File: src/rtl/ov7670_cfg_seq.sv
// rtl/ov7670_cfg_seq.sv - OV7670 power-up register sequencer over SCCB
// Walks a {reg,val} ROM, issuing one SCCB write per entry with delay entries and NACK retries.
module ov7670_cfg_seq #(
  parameter int          ADDR_W       = 8,
  parameter int          DELAY_CYCLES = 1000000,
  parameter int          MAX_RETRY    = 3,
  parameter logic [15:0] END_WORD     = 16'hFFFF,
  parameter logic [15:0] DELAY_WORD   = 16'hFFF0
) (
  input  logic              clk,
  input  logic              reset_n,
  input  logic              start,
  output logic [ADDR_W-1:0] rom_addr,
  input  logic [15:0]       rom_data,
  output logic              cmd_valid,
  input  logic              cmd_ready,
  output logic [15:0]       cmd_data,
  input  logic              xfer_done,
  input  logic              xfer_nack,
  output logic              busy,
  output logic              done,
  output logic              error,
  output logic [ADDR_W-1:0] err_addr
);

  localparam int RETRY_W = (MAX_RETRY > 0) ? $clog2(MAX_RETRY + 1) : 1;
  localparam int DLY_W   = (DELAY_CYCLES > 1) ? $clog2(DELAY_CYCLES + 1) : 1;

  localparam logic [RETRY_W-1:0] RETRY_LIMIT = RETRY_W'(MAX_RETRY);
  localparam logic [DLY_W-1:0]   DELAY_LOAD  = DLY_W'(DELAY_CYCLES - 1);
  localparam logic [ADDR_W-1:0]  LAST_ADDR   = {ADDR_W{1'b1}};

  typedef enum logic [3:0] {
    S_IDLE, S_FETCH, S_DECODE, S_ISSUE, S_WAIT_XFER, S_DELAY, S_NEXT, S_DONE, S_ERROR
  } state_t;

  state_t              state_q, state_d;
  logic [ADDR_W-1:0]   rom_addr_q, rom_addr_d;
  logic [15:0]         cmd_data_q, cmd_data_d;
  logic [RETRY_W-1:0]  retry_q, retry_d;
  logic [DLY_W-1:0]    delay_q, delay_d;
  logic                done_q, done_d;
  logic                error_q, error_d;
  logic [ADDR_W-1:0]   err_addr_q, err_addr_d;

  always_ff @(posedge clk or negedge reset_n) begin
    if (!reset_n) begin
      state_q    <= S_IDLE;
      rom_addr_q <= '0;
      cmd_data_q <= '0;
      retry_q    <= '0;
      delay_q    <= '0;
      done_q     <= 1'b0;
      error_q    <= 1'b0;
      err_addr_q <= '0;
    end else begin
      state_q    <= state_d;
      rom_addr_q <= rom_addr_d;
      cmd_data_q <= cmd_data_d;
      retry_q    <= retry_d;
      delay_q    <= delay_d;
      done_q     <= done_d;
      error_q    <= error_d;
      err_addr_q <= err_addr_d;
    end
  end

  always_comb begin
    state_d    = state_q;
    rom_addr_d = rom_addr_q;
    cmd_data_d = cmd_data_q;
    retry_d    = retry_q;
    delay_d    = delay_q;
    done_d     = done_q;
    error_d    = error_q;
    err_addr_d = err_addr_q;

    case (state_q)
      S_IDLE: begin
        if (start) begin
          state_d    = S_FETCH;
          rom_addr_d = '0;
          done_d     = 1'b0;
          error_d    = 1'b0;
        end
      end
      S_FETCH: state_d = S_DECODE;
      S_DECODE: begin
        if (rom_data == END_WORD) begin
          state_d = S_DONE;
          done_d  = 1'b1;
        end else if (rom_data == DELAY_WORD) begin
          state_d = S_DELAY;
          delay_d = DELAY_LOAD;
        end else begin
          state_d    = S_ISSUE;
          cmd_data_d = rom_data;
          retry_d    = '0;
        end
      end
      S_ISSUE: begin
        if (cmd_ready) state_d = S_WAIT_XFER;
      end
      // Only completions seen here count; a pulse coincident with acceptance is dropped.
      S_WAIT_XFER: begin
        if (xfer_done) begin
          if (!xfer_nack) begin
            state_d = S_NEXT;
          end else if (retry_q < RETRY_LIMIT) begin
            state_d = S_ISSUE;
            retry_d = retry_q + 1'b1;
          end else begin
            state_d    = S_ERROR;
            error_d    = 1'b1;
            err_addr_d = rom_addr_q;
          end
        end
      end
      S_DELAY: begin
        if (delay_q == '0) state_d = S_NEXT;
        else               delay_d = delay_q - 1'b1;
      end
      S_NEXT: begin
        if (rom_addr_q == LAST_ADDR) begin
          state_d = S_DONE;
          done_d  = 1'b1;
        end else begin
          state_d    = S_FETCH;
          rom_addr_d = rom_addr_q + 1'b1;
        end
      end
      S_DONE:  state_d = S_IDLE;
      S_ERROR: state_d = S_IDLE;
      default: state_d = S_IDLE;
    endcase
  end

  assign rom_addr  = rom_addr_q;
  assign cmd_data  = cmd_data_q;
  assign cmd_valid = (state_q == S_ISSUE);
  assign busy      = (state_q != S_IDLE) && (state_q != S_DONE) && (state_q != S_ERROR);
  assign done      = done_q;
  assign error     = error_q;
  assign err_addr  = err_addr_q;

endmodule

File: config.mk
export PLATFORM = sky130hd
export DESIGN_NAME = ov7670_cfg_seq
export DESIGN_NICKNAME = d
export VERILOG_FILES = /design/src/rtl/ov7670_cfg_seq.sv
export SDC_FILE = /design/constraint.sdc
export NUM_CORES = 1
export LEC_CHECK = 0
export BUFFER_PORTS_ARGS = -buffer_cell sky130_fd_sc_hd__buf_2
export CORE_ASPECT_RATIO = 0.8
export CORE_MARGIN = 4
export CORE_UTILIZATION = 59
export DETAILED_ROUTE_END_ITERATION = 6
export PLACE_DENSITY = 0.84
export SYNTH_ARGS = -nofsm -noshare
export SYNTH_HDL_FRONTEND = slang
export SYNTH_SLANG_ARGS = --single-unit
File: constraint.sdc
create_clock -name clk -period 4.36 [get_ports clk]
set_input_delay 0.436 -clock clk [delete_from_list [all_inputs] [get_ports clk]]
set_output_delay 0.436 -clock clk [all_outputs]
set_load 0.005 [all_outputs]
==> results.json <==
{
  "fin_crit_ns": 2.80,
  "leakagePower_nw": 1.57,
  "port_buffers": 57,
  "start_util_pct": 63.3,
  "ir_drop_mv": 0.362,
  "maxCapViolCount": 0,
  "rows": 22,
  "drive_gt1_share_pct": 32.9,
  "syn2layout_area_growth_pct": 18.3,
  "postCtsSetupBuffers": 0,
  "die_width_um": 87.7,
  "max-slew-margin-rel_pct": 36.2,
  "fin_nets": 361,
  "via_per_inst": 5.86,
  "drtIter0Drc": 142,
  "slew_violations": 0,
  "grt_max_degree": 61,
  "antenna_left": 0,
  "r2r_cells": 4,
  "powerDensity_mw_per_mm2": 562,
  "place_congestion": 0.757,
  "die_h_um": 71.7,
  "avgSynthCellArea_um2": 10.8,
  "cts_hold_buffers": 0,
  "path_max_fanout": 17,
  "grt_pass1_vias": 2349,
  "antenna_found_initial": 0,
  "clk_pin_slew_worst_paths_ns": 0.06,
  "ys.flop_type": "dfrtp_1",
  "worstSetupPathType": "reg -> reg",
  "status": "complete, no violations",
  "cts_tree": "yes",
  "place_inst": 384,
  "hold_path.class": "in -> async",
  "synthCells": 277,
  "ys_ff_latch": 60,
  "h-tree-depth": 3,
  "wl_mm": 6.46,
  "cts_buffers": 9,
  "num_io_pins": 58,
  "start_kind": "flip-flop",
  "critPathArrivalTime_ns": 3.03,
  "tightest_slew_ns": 0.954,
  "synth_edf_count": 0,
  "cts.repair.resized": 0,
  "dp_hpwl_mm": 4.48,
  "r2r-start": "state_q[2]$_DFFE_PN0P_",
  "vias": 2342,
  "async_flop_share_pct": 100,
  "synth.distinct_cells": 45,
  "gr-total-overflow": 0,
  "crit_required_ns": 4.59,
  "dr.pass1.iters": 4,
  "grt_pass1_wl_mm": 11.0,
  "drc": 0,
  "diodes": 0,
  "syn_area_mm2": 0.00300,
  "grt.total_usage_pct": 22.7,
  "setup-tns-final_ns": 0,
  "worst_setup_path_end_kind": "flip-flop",
  "die-area_mm2": 0.00629,
  "rsz0062_at_grt": "false",
  "cts_root_buf": "clkbuf_8",
  "ys_seq_area_share_pct": 50.1,
  "fmax_mhz": 357,
  "yosysWarningCount": 0,
  "timing.final.hold_violations": 0,
  "cts.sinks": 60,
  "r2r-end": "retry_q[0]$_DFFE_PN0P_",
  "clkLatencyLatePin_ns": 0.34,
  "layout_worst_path_cycle_share_pct": 64.2,
  "finalClockSkew_ns": 0.00772,
  "fin_cells": 400,
  "reg2reg_slack_ns": 1.56,
  "syn_nets": 303,
  "post_drt_wl_per_cell_um": 16.1,
  "coreArea_mm2": 0.00473,
  "clockBufferDepth": 2,
  "setup_viol": 0
}
routing by layer:
metal / share of wire, % / vias to the layer above / track usage, % / wire length, µm
met5: 0 / - / 0 / 0
li1: - / 1133 / - / -
met3: 4.9 / 13 / 8.05 / 315
met2: 49 / 65 / 36.3 / 3190
met1: 44 / 1131 / 28.7 / 2840
met4: 1.7 / 0 / 8.01 / 108
worst max-delay path, stage by stage, from the launching register on:
cell	delay (ns)
dfrtp_1	0.53
or4b_2	0.77
a31oi_2	0.78
o21ai_0	0.29
mux2_2	0.32
cell families after synthesis:
family / Yosys count / share of synthesized area (%)
fa+ha+maj: 4 / 1.67
mux: 32 / 11.9
xor+xnor: 15 / 4.38
compound gates: 34 / 7.47
simple gates: 114 / 21.6
buf+inv: 18 / 2.92
flops: 60 / 50.1
power by group:
part	internal [W]	switching [W]	leakage, nW
registers	0.000700	0.000133	0.705
clock network	0.000369	0.000214	0.116
logic	0.000305	0.000272	0.746
synthesized netlist by cell type (all sizes together) (2+ instances only):
library cell / n / area share [%]
dfrtp: 60 / 50
or2: 2 / 0.42
o31a: 2 / 0.58
or3: 5 / 1.2
nor2b: 4 / 0.83
mux2: 28 / 11
o211ai: 2 / 0.50
and4: 3 / 0.88
nor4b: 5 / 1.5
xnor2: 15 / 4.4
nand3: 6 / 1.0
or4: 5 / 1.6
nand2: 19 / 2.4
nor3: 12 / 2.0
nand4: 6 / 1.3
a31oi: 5 / 1.0
o21ai: 7 / 1.2
a21oi: 7 / 1.2
inv: 7 / 0.88
or4b: 3 / 1.0
nor4: 11 / 2.3
nor2: 28 / 3.5
buf: 5 / 1.3
ha: 4 / 1.7
a21boi: 2 / 0.63
clkbuf: 6 / 0.75
a211oi: 4 / 1.0
mux2i: 4 / 1.3
state kept, by name (all words and copies together), names as in the netlist:
register,flops
done,1
cmd_data,16
delay_q,20
err_addr,8
error,1
state_q,4
rom_addr,8
retry_q,2
final cells by class:
cell class	instances	area (µm²)
Timing Repair Buffer	58	293
Fill cell	332	1190
Clock inverter	3	67.6
Inverter	7	26.3
Tap cell	60	75.1
Multi-Input combinational cell	199	1410
Clock buffer	13	169
Sequential cell	60	1500
per-stage QoR:
stage / utilization [%] / hold slack [ns] / cell area (µm²) / setup WS, ns / total power [W]
5_1_grt: 74.9 / 0.288 / 3550 / 1.38 / 0.00212
2_1_floorplan: - / 0.140 / 3000 / 1.82 / 0.00119
4_1_cts: 74.9 / 0.255 / 3550 / 1.59 / 0.00201
3_5_place_dp: 69.9 / 0.470 / 3310 / 1.61 / 0.00142
6_report: 74.9 / 0.230 / 3550 / 1.56 / 0.00199
3_3_place_gp: 69.9 / 0.456 / 3310 / 1.69 / 0.00138
worst max path at each step:
stage                        endpoint                     from  cells after the start  slack [ns]
2_1_floorplan  state_q[0]$_DFFE_PN0P_  delay_q[10]$_DFFE_PN0P_                      6        1.82
3_3_place_gp   retry_q[0]$_DFFE_PN0P_   state_q[2]$_DFFE_PN0P_                      4        1.69
3_5_place_dp   retry_q[0]$_DFFE_PN0P_   state_q[2]$_DFFE_PN0P_                      4        1.61
4_1_cts        retry_q[0]$_DFFE_PN0P_   state_q[2]$_DFFE_PN0P_                      4        1.59
5_1_grt        retry_q[0]$_DFFE_PN0P_   state_q[2]$_DFFE_PN0P_                      4        1.38
6_report       retry_q[0]$_DFFE_PN0P_   state_q[2]$_DFFE_PN0P_                      4        1.56
cells in the final DEF, fill, tap and decap left out, types with 4 or more instances in the layout:
master,n
nand2_1,19
or3_1,4
a21oi_1,7
nor4b_1,5
o21ai_0,7
mux2i_1,4
nor4_1,11
nand3_1,6
a31oi_1,4
ha_1,4
nor3_1,12
buf_2,57
mux2_2,26
nor2_1,28
xnor2_1,15
nand4_1,6
clkbuf_8,12
inv_1,7
a211oi_1,4
nor2b_1,4
dfrtp_1,60
Power figures use the tool's default switching activity.
